File: src/rtl/imm_ext_sequencer.sv
// Decode-stage controller that sequences the shared Sign_Extend unit and hands the
// registered immediate to execute. Optional IMM_CNT_EN adds an immediate counter.
module imm_ext_sequencer #(
  parameter int unsigned INSTR_W = 34,
  parameter int unsigned DATA_W  = 24,
  parameter int unsigned CNT_W   = 16
) (
  input  logic               clk,
  input  logic               rst,
  input  logic               in_valid,
  output logic               in_ready,
  input  logic [INSTR_W-1:0] in_instr,
  input  logic               flush,
  output logic [INSTR_W-1:0] ext_in,
  output logic [1:0]         ext_src,
  input  logic [DATA_W-1:0]  ext_imm,
  output logic               out_valid,
  input  logic               out_ready,
  output logic [DATA_W-1:0]  out_imm,
  output logic [1:0]         out_fmt,
  output logic               out_has_imm,
  output logic               busy
`ifdef IMM_CNT_EN
  ,
  output logic [CNT_W-1:0]   imm_count
`endif
);

  typedef enum logic [1:0] {
    IDLE = 2'd0,
    EXT  = 2'd1,
    HOLD = 2'd2
  } state_t;

  localparam logic [1:0] FMT_R   = 2'b00;
  localparam logic [1:0] SRC_NONE = 2'b11;

  state_t             state_q, state_d;
  logic [INSTR_W-1:0] instr_q;
  logic [1:0]         src_q;
  logic               accept;
  logic [1:0]         cur_fmt;
  logic               capture;

  // Sign_Extend ImmSrc encoding for each instruction format.
  function automatic logic [1:0] map_src(input logic [1:0] fmt);
    logic [1:0] src;
    unique case (fmt)
      2'b01:   src = 2'b00;
      2'b10:   src = 2'b01;
      2'b11:   src = 2'b10;
      default: src = SRC_NONE;
    endcase
    return src;
  endfunction

  assign in_ready  = !flush && ((state_q == IDLE) || ((state_q == HOLD) && out_ready));
  assign accept    = in_valid && in_ready;
  assign out_valid = (state_q == HOLD);
  assign busy      = (state_q != IDLE);
  assign ext_in    = instr_q;
  assign ext_src   = src_q;
  assign cur_fmt   = instr_q[INSTR_W-1:INSTR_W-2];
  // A flushed instruction must not overwrite the last transferred result.
  assign capture   = (state_q == EXT) && !flush;

  // NOTE: every output of a combinational block gets a default first, otherwise
  // paths that skip an assignment infer a latch.
  always_comb begin
    state_d = state_q;
    unique case (state_q)
      IDLE:    if (accept) state_d = EXT;
      EXT:     state_d = HOLD;
      HOLD:    if (out_ready) state_d = accept ? EXT : IDLE;
      default: state_d = IDLE;
    endcase
    if (flush) state_d = IDLE;
  end

  // NOTE: sequential state uses non-blocking assignments so every register
  // samples pre-edge values regardless of statement order.
  always_ff @(posedge clk or posedge rst) begin
    if (rst) begin
      state_q <= IDLE;
      instr_q <= '0;
      src_q   <= SRC_NONE;
    end else begin
      state_q <= state_d;
      if (accept) begin
        instr_q <= in_instr;
        src_q   <= map_src(in_instr[INSTR_W-1:INSTR_W-2]);
      end
    end
  end

  always_ff @(posedge clk or posedge rst) begin
    if (rst) begin
      out_imm     <= '0;
      out_fmt     <= FMT_R;
      out_has_imm <= 1'b0;
    end else if (capture) begin
      out_imm     <= (cur_fmt == FMT_R) ? '0 : ext_imm;
      out_fmt     <= cur_fmt;
      out_has_imm <= (cur_fmt != FMT_R);
    end
  end

`ifdef IMM_CNT_EN
  always_ff @(posedge clk or posedge rst) begin
    if (rst) begin
      imm_count <= '0;
    end else if (capture && (cur_fmt != FMT_R)) begin
      imm_count <= imm_count + 1'b1;
    end
  end
`else
  logic [CNT_W-1:0] cnt_unused;
  assign cnt_unused = '0;
`endif

endmodule

File: config.mk
export PLATFORM = sky130hd
export DESIGN_NAME = imm_ext_sequencer
export DESIGN_NICKNAME = d
export VERILOG_FILES = /design/src/rtl/imm_ext_sequencer.sv
export SDC_FILE = /design/constraint.sdc
export NUM_CORES = 1
export LEC_CHECK = 0
export CORE_UTILIZATION = 35
export DETAILED_ROUTE_END_ITERATION = 16
export DONT_BUFFER_PORTS = 1
export PLACE_DENSITY = 0.47
export SLEW_MARGIN = 10
export SYNTH_ARGS = -nofsm -noshare
export SYNTH_HDL_FRONTEND = slang
export SYNTH_SLANG_ARGS = --single-unit
File: constraint.sdc
create_clock -name clk -period 3.11 [get_ports clk]
set_clock_uncertainty 0.2 [all_clocks]
set_input_delay 0.622 -clock clk [delete_from_list [all_inputs] [get_ports clk]]
set_output_delay 0.622 -clock clk [all_outputs]
set_load 0.1 [all_outputs]
Word level (Yosys, flattened, before mapping) --
Cells that the tools add are included. Widths: inputs -> output; s select.
Storage, ports and cells: output and inout bits 66, word-level logic and storage cells 31, bits of input ports 63, register bits after elaboration 65
Cells by class: reduce and logical (&&, ||, !) cells 11, muxes and demuxes 7, equal/unequal tests 7
Operators by type and width (count):
- $mux 24 | 1
- $pmux 2 s3 | 2
- $eq 2x2->1 const B | 3
- $mux 2 | 3
- $eq 2x1->1 const B | 2
- $logic_and 1x1->1 | 4
- $logic_not 2->1 | 2
- $reduce_bool 2->1 | 2
- $ne 3x2->1 const B | 1
- $ne 3x3->1 const B | 1
- $reduce_and 2->1 | 1
- $logic_not 1->1 | 1
- $logic_or 1x1->1 | 1
- $mux 1 | 1

Logic depth before layout (Yosys ltp) --
Gate-level depths: netlist (run 1).
word-level depth 9, depth in mapped cells 5

Least setup slack after synthesis (run 1) --
Ideal clock, no wire load.
path type input -> output, start input port flush, end output port in_ready, arrival time 1.518 ns, stages on the path 2, path buffers 0, slack 0.770 ns, cell sequence nor2_1 > and2_1
On the way: word-level cells in the longest chain between the ends 2
RTL lines:
- start, declared | line 13 | input logic flush,
- $logic_not 1->1 | line 57 | assign in_ready = !flush && ((state_q == IDLE) || ((state_q == HOLD) && out_ready));
- $logic_and 1x1->1 | line 57
- end, declared | line 11 | output logic in_ready,
No other way between the ends.

Worst setup path in the final report (run 1) --
start register state_q[1], end register out_imm[16]
On the way: word-level cells in the longest chain between the ends 2
RTL lines:
- start, declared | line 38 | state_t state_q, state_d;
- start signal, assigned | line 88 | state_q <= state_d;
- $eq 2x1->1 | line 65 | assign capture = (state_q == EXT) && !flush;
- $logic_and 1x1->1 | line 65
- end signal, assigned | line 102 | out_imm <= (cur_fmt == FMT_R) ? '0 : ext_imm;
- end, declared | line 19 | output logic [DATA_W-1:0] out_imm,
No other way between the ends. A chain may end at the register's enable or synchronous reset.

==> results of run 1 <==
-- cell families after synthesis --
family                     Yosys count  share of synthesized area
buffers and inverters               13                    0.04354
adders and majority gates            2                   0.009895
muxes                               38                     0.1682
DFF                                 65                     0.6442
and+or+nand+nor                     11                    0.03118
AOI/OAI and AO/OA                   27                     0.1029
-- worst register-to-register path, stage by stage, from the launching register on --
cell,delay [ps]
sky130_fd_sc_hd__dfrtp_1,410
sky130_fd_sc_hd__or3b_1,820
sky130_fd_sc_hd__nor2_8,500
sky130_fd_sc_hd__a22o_2,210
-- how the worst max path moves through the flow --
stage                              end  slack (ps)  cells after the start
2_1_floorplan    ext_in[0]$_DFFE_PP0P_         660                      1
3_3_place_gp    out_imm[1]$_DFFE_PP0P_         800                      3
3_5_place_dp   out_imm[19]$_DFFE_PP0P_         720                      3
4_1_cts        out_imm[16]$_DFFE_PP0P_         890                      3
5_1_grt        out_imm[17]$_DFFE_PP0P_         790                      3
6_report       out_imm[16]$_DFFE_PP0P_         910                      3
-- per-layer routing --
| layer | vias to the layer above | global-route usage |
|---|---|---|
| met5 | - | 0 |
| met4 | 0 | 0.07727 |
| met3 | 9 | 0.07299 |
| met2 | 82 | 0.1983 |
| met1 | 651 | 0.1346 |
| li1 | 567 | - |
-- placed cells by master, fill, tap and decap left out --
master	instances
sky130_fd_sc_hd__inv_1	3
sky130_fd_sc_hd__dfstp_2	2
sky130_fd_sc_hd__a21oi_1	1
sky130_fd_sc_hd__inv_2	2
sky130_fd_sc_hd__nor2_8	1
sky130_fd_sc_hd__nand2b_1	1
sky130_fd_sc_hd__nor2b_1	1
sky130_fd_sc_hd__a22o_2	24
sky130_fd_sc_hd__mux2_2	36
sky130_fd_sc_hd__clkinvlp_4	2
sky130_fd_sc_hd__clkbuf_1	1
sky130_fd_sc_hd__dfrtp_1	63
sky130_fd_sc_hd__mux2i_1	2
sky130_fd_sc_hd__clkbuf_8	9
sky130_fd_sc_hd__nor2_1	3
sky130_fd_sc_hd__a21o_2	1
sky130_fd_sc_hd__and2b_2	1
sky130_fd_sc_hd__and2_1	1
sky130_fd_sc_hd__buf_4	4
sky130_fd_sc_hd__or3b_1	1
sky130_fd_sc_hd__nand3_1	1
sky130_fd_sc_hd__or2_2	1
sky130_fd_sc_hd__ha_1	2
sky130_fd_sc_hd__clkinv_2	4
sky130_fd_sc_hd__a31oi_1	1
-- area by class of cell --
type / count / area (um^2) / share of cell area
clock buffers: 10 / 127.6 / 0.04641
clock inverters: 6 / 35.03 / 0.01274
repair buffers: 4 / 30.03 / 0.01092
multi-input cells: 78 / 789.5 / 0.2871
well taps: 96 / 120.1 / 0.04368
inverters: 5 / 18.77 / 0.006824
flip-flops and latches: 65 / 1629 / 0.5924
-- cells in the mapped netlist (all sizes together) --
| cell type | instances |
|---|---|
| buf | 6 |
| nor2b | 1 |
| dfstp | 2 |
| or2 | 1 |
| a21o | 1 |
| clkbuf | 2 |
| a22o | 24 |
| ha | 2 |
| and2 | 1 |
| or3b | 1 |
| mux2i | 2 |
| a31oi | 1 |
| and2b | 1 |
| nand3 | 1 |
| nand2b | 1 |
| dfrtp | 63 |
| a21oi | 1 |
| nor2 | 4 |
| mux2 | 36 |
| inv | 5 |
-- through the flow --
step                      instance area (um^2)  instances
final                                     2750        264
after CTS                                 2750        264
after detailed placement                  2587        248
after global routing                      2750        264
after floorplan                           2529        156
after global placement                    2587        248
-- registers in the layout, indices dropped and copies added, names as in the netlist --
signal	cells
state_q	2
ext_in	34
ext_src	2
out_imm	24
out_has_imm	1
out_fmt	2
==> metrics.md, run 1 <==
| Metric | Value |
|---|---|
| Height of the die | `87 um` |
| Post-CTS setup buffer count | `0` |
| Signal arrival time at the worst endpoint | `2260 ps` |
| CP Capture Type | `flip-flop` |
| Worst-path clk slew | `70 ps` |
| Number of detailed-route iterations in the first pass | `4` |
| Synth Cell Area | `2529 um^2` |
| Maximum clock path buffer count | `2` |
| Setup slack of the most critical reg-to-reg path | `910 ps` |
| Via density per instance | `4.958` |
| Unrepaired setup endpoints after global routing | `no` |
| Cell family with most CP delay | `simple AND/OR/NAND/NOR gates` |
| Worst-path maximum fanout | `28` |
| Worst min path class | `in -> reg` |
| Critical path data required time | `3170 ps` |
| Post-placement worst setup slack | `715.4 ps` |
| Depth of the CTS H-tree | `3` |
| Root Buffer | `sky130_fd_sc_hd__clkbuf_8` |
| Largest net degree at the start of global routing | `66` |
| Total of warnings raised by yosys | `0` |
| Floorplan row count | `30` |
| Count of endpoints failing setup in the final report | `0` |
| Synth-to-layout area growth | `8.758%` |
| Number of cells on the worst reg-to-reg path | `3` |
| Post-route worst hold slack | `155.6 ps` |
| Crit path cell chain | `or3b_1 -> nor2_8 -> a22o_2` |
| Post-cts sizing count | `0` |
| Vias in the first global route | `1401` |
| Worst Tran Pin Value | `1084 ps` |
| Max Slew Vio Count | `0` |
| Core area | `6869 um^2` |
| Final WS setup | `913.8 ps` |
| End point of the worst hold path | `state_q[1]$_DFFE_PP0P_` |
| Highest routed metal layer | `met4` |
| Synth top area share | `0.6235` |
| Average detailed-routed wire length per instance | `17.89 um` |
| Hold Vio Cnt, Final | `0` |
| Remaining number of nets flagged by the antenna check after routing | `0` |
| GPL Wtd Cong | `0.6723` |
| Worst-case headroom to the max-slew limit | `0.2776` |
| Hold wc startpoint | `flush` |
| Post-synthesis sequential area ratio | `0.6442` |
| Total inserted antenna cells | `0` |
| Global-route usage over all layers | `0.1278` |
| Count of unique library cells instantiated by Yosys | `24` |
| Filler Cells Inserted | `628` |
| Kind of critical path | `reg -> reg` |
| Synthesized instance count | `156` |
| Cells taking the most area after synthesis | `sky130_fd_sc_hd__dfrtp_1 (62%), sky130_fd_sc_hd__mux2_2 (16%), sky130_fd_sc_hd__a22o_2 (9.5%)` |
| Final worst-path cycle share | `0.7062` |
| GRT Residual Overflow | `0` |
| Number of I/O port buffers | `0` |
| Synth Net Count | `221` |
| Total Neg Setup Slack | `0 ps` |
| Outcome | `finished, final reports clean` |
| Register bit total from synthesis | `65` |
| Final-stage net count | `228` |
| Core Util, Final | `0.4004` |
| CP Launch Point | `state_q[1]$_DFFE_PP0P_` |
| DP HPWL | `3185 um` |
| Total CTS buffers | `9` |
| Count of maximum capacitance violations | `0` |
| Insertion delay to the later sink of the worst-skew pair | `320 ps` |
| Cell type contributing the most total cell area after synthesis | `sky130_fd_sc_hd__dfrtp_1` |
| Startpoint class of the critical path | `flip-flop` |
| Share of layout cells above drive strength 1 | `0.5179` |
| Iteration-0 DRC Markers | `33` |
| Library cell contributing the largest single delay on the critical path | `sky130_fd_sc_hd__or3b_1` |
| Met3 wire length | `537 um` |
| Minimum period implied by the final worst setup slack | `2196 ps` |
| Number of vias in the routed layout | `1309` |
| Launching point of the worst reg2reg path | `state_q[1]$_DFFE_PP0P_` |
| Die area | `7569 um^2` |
| Remaining DRCs | `0` |
| Worst path buffer plus inverter count | `0` |
| Final WL | `4724 um` |
| CTS Sinks | `65` |
| Hold-critical path depth | `1` |
| Slowest stage delay, CP | `820 ps` |
| Post-synthesis area per instance | `16.21 um^2` |
| Sum of routed wire segments on met1 | `1771 um` |
| Initial core utilization | `0.3681` |
| Routed length on met2 | `2325 um` |
| Initial antenna violation count | `0` |
| Count of hold buffers inserted by post-cts repair | `0` |
| R2R Path End | `out_imm[16]$_DFFE_PP0P_` |
| First-pass GRT wire length | `6982 um` |
| TritonCTS clock tree | `yes` |
| Fmax | `0.4553 GHz` |
| Total I/O pin count | `129` |
| Chip width | `87 um` |
Power of run 1 is not shown: default switching activity piles up to over one toggle a cycle in this logic, so the estimate is an artifact.
==> run 2, diff against run 1 <==
==> constraint.sdc (replaced) <==
create_clock -name clk -period 2.05 [get_ports clk]
set_clock_uncertainty 0.2 [all_clocks]
set_input_delay 0.41 -clock clk [delete_from_list [all_inputs] [get_ports clk]]
set_output_delay 0.41 -clock clk [all_outputs]
set_load 0.1 [all_outputs]
==> metrics.md, run 2 (synthesis gave the netlist of run 1 again) <==
| Metric | Value |
|---|---|
| Via density per instance | `4.766 (-3.9%)` |
| Number of I/O port buffers | `0 (unchanged)` |
| Unrepaired setup endpoints after global routing | `no` |
| Depth of the CTS H-tree | `3 (unchanged)` |
| First-pass GRT wire length | `8059 um (+15%)` |
| DP HPWL | `3843 um (+21%)` |
| Final WS setup | `125.3 ps (-788.6 ps)` |
| Post-place instance area | `2834 um^2 (+9.5%)` |
| Root Buffer | `sky130_fd_sc_hd__clkbuf_8` |
| Chip width | `87 um (unchanged)` |
| Number of flip-flops in the largest register | `34 (unchanged)` |
| Filler Cells Inserted | `650 (+3.5%)` |
| Hold-critical path depth | `1 (unchanged)` |
| CTS Sinks | `65 (unchanged)` |
| GPL Wtd Cong | `0.6951 (+3.4%)` |
| Post-route worst hold slack | `24.04 ps (-131.6 ps)` |
| Worst-path clk slew | `70 ps (about the same)` |
| Final WL | `5295 um (+12%)` |
| Worst min path class | `in -> reg` |
| CP Launch Point | `state_q[0]$_DFFE_PP0P_` |
| Hold Vio Cnt, Final | `0 (unchanged)` |
| Number of cells on the worst reg-to-reg path | `5 (+2)` |
| Die area | `7569 um^2 (unchanged)` |
| Synth-to-layout area growth | `25.19%` |
| Signal arrival time at the worst endpoint | `1310 ps (-950 ps)` |
| Worst Tran Pin Value | `925.3 ps (-158.3 ps)` |
| Hold wc startpoint | `ext_imm[11]` |
| Floorplan row count | `30 (unchanged)` |
| Total I/O pin count | `129 (unchanged)` |
| Height of the die | `87 um (unchanged)` |
| Largest net degree at the start of global routing | `31 (-53%)` |
| Startpoint class of the critical path | `flip-flop` |
| Cell Count Post-Placement | `277 (+12%)` |
| Post-placement worst setup slack | `194.9 ps (-520.5 ps)` |
| Minimum period implied by the final worst setup slack | `1925 ps` |
| Count of endpoints failing setup in the final report | `0 (unchanged)` |
| Initial core utilization | `0.3681 (unchanged)` |
| Area of all sequential standard cells | `1629 um^2 (unchanged)` |
| Vias in the first global route | `1645 (+17%)` |
| Setup slack of the most critical reg-to-reg path | `200 ps (-710 ps)` |
| Number of detailed-route iterations in the first pass | `3 (-1)` |
| Maximum clock path buffer count | `2 (unchanged)` |
| Max IR drop VDD | `0.0006079 V` |
| Leading cell types in the layout, fill and taps excluded | `sky130_fd_sc_hd__dfrtp_1 (63), sky130_fd_sc_hd__mux2_2 (36), sky130_fd_sc_hd__buf_4 (30)` |
| Remaining DRCs | `0 (unchanged)` |
| TritonCTS clock tree | `yes` |
| Non-Filler Instances | `304 (+15%)` |
| Number of vias in the routed layout | `1449 (+11%)` |
| Core area | `6869 um^2 (unchanged)` |
| Average detailed-routed wire length per instance | `17.42 um (-2.7%)` |
| Final worst-path cycle share | `0.9389` |
| Kind of critical path | `reg -> out` |
| Total inserted antenna cells | `0 (unchanged)` |
| Share of layout cells above drive strength 1 | `0.5625 (+0.04464)` |
| Leakage power total | `1.444 nW` |
| Design area | `3166 um^2 (+15%)` |
| Count of maximum capacitance violations | `0 (unchanged)` |
| Initial antenna violation count | `0 (unchanged)` |
| Insertion delay to the later sink of the worst-skew pair | `330 ps (about the same)` |
| Global-route usage over all layers | `0.1440 (+0.01616)` |
| Max Slew Vio Count | `0 (unchanged)` |
| Fmax | `0.5195 GHz` |
| Remaining number of nets flagged by the antenna check after routing | `0 (unchanged)` |
| Power per unit of standard cell area | `1795 nW/um^2` |
| Total Neg Setup Slack | `0 ps (unchanged)` |
| Worst-path maximum fanout | `5 (-82%)` |
| Post-CTS setup buffer count | `0 (unchanged)` |
| Iteration-0 DRC Markers | `29 (-12%)` |
| GRT Residual Overflow | `0 (unchanged)` |
| Core Util, Final | `0.4608 (+0.06047)` |
| Most common cell after layout, fill and taps aside | `sky130_fd_sc_hd__dfrtp_1` |
| Final-stage net count | `268 (+18%)` |
| Area of the multi-input gates | `789.5 um^2 (unchanged)` |
| Critical path data required time | `1440 ps (-1730 ps)` |
| Outcome | `finished, final reports clean` |
| Launching point of the worst reg2reg path | `state_q[0]$_DFFE_PP0P_` |
| Power, Total | `5.683 mW` |
| Total CTS buffers | `9 (unchanged)` |
| CP Capture Type | `output port` |
| Worst-case headroom to the max-slew limit | `0.3831 (+0.1056)` |
-- run 2: cell count changes in the layout (fill, tap and decap cells not counted) --
cell / change
sky130_fd_sc_hd__clkbuf_1: -1
sky130_fd_sc_hd__buf_6: +1
sky130_fd_sc_hd__buf_4: +26
sky130_fd_sc_hd__clkinvlp_4: +1
sky130_fd_sc_hd__clkinv_2: -2
sky130_fd_sc_hd__dlygate4sd3_1: +11
sky130_fd_sc_hd__bufinv_16: +2
sky130_fd_sc_hd__inv_6: +1
sky130_fd_sc_hd__inv_2: -1
sky130_fd_sc_hd__buf_12: +2
-- run 2: per-layer routing --
layer | wire [um] | GRT usage
met1 | 1946 | 0.1463
met2 | 2769 | 0.2577
met3 | 511 | 0.05498
met4 | 68 | 0.07121
met5 | 0 | 0
-- run 2: report_power, final --
part,leakage [nW],internal [mW],switching (mW)
Clock,0.106,0.684,0.486
Sequential,0.792,1.55,1.22
Combinational,0.546,0.450,1.30
Total,1.44,2.68,3.00
-- run 2: cell type report --
class,instances,share of cell area
Sequential cell,65,0.5146
Multi-Input combinational cell,78,0.2494
Timing Repair Buffer,44,0.1221
Clock buffer,9,0.03913
Tap cell,96,0.03794
Clock inverter,7,0.02964
Inverter,5,0.007115
-- run 2: critical path: stages, from the launching register on --
cell	delay, ps
sky130_fd_sc_hd__dfrtp_1	420
sky130_fd_sc_hd__nor2_1	180
sky130_fd_sc_hd__and2_1	170
sky130_fd_sc_hd__buf_6	220
-- run 2: final timing paths --
path                                           end
setup / recovery                          in_ready
hold / removal             out_imm[11]$_DFFE_PP0P_
setup reg to reg            ext_in[21]$_DFFE_PP0P_
hold reg to reg            out_has_imm$_DFFE_PP0P_
max in group asynchronous  out_imm[17]$_DFFE_PP0P_
min in group asynchronous   out_imm[3]$_DFFE_PP0P_
-- run 2: repair_timing --
action / in CTS / in global routing
hold endpoints to repair: 32 / 0
resized for setup: 0 / 1
hold buffers: 11 / 0
setup endpoints to repair: 0 / 1
Power figures use the tool's default switching activity.
==> run 3, diff against run 2 <==
--- a/config.mk
+++ b/config.mk
@@ -6,8 +6,10 @@
 export NUM_CORES = 1
 export LEC_CHECK = 0
 export CORE_UTILIZATION = 35
+export CTS_BUF_LIST = sky130_fd_sc_hd__clkbuf_4 sky130_fd_sc_hd__clkbuf_8
 export DETAILED_ROUTE_END_ITERATION = 16
 export DONT_BUFFER_PORTS = 1
+export GPL_ROUTABILITY_DRIVEN = 0
 export PLACE_DENSITY = 0.47
 export SLEW_MARGIN = 10
 export SYNTH_ARGS = -nofsm -noshare
==> results of run 3 <==
Final layout, timing and power as in run 2 (identical DEF).
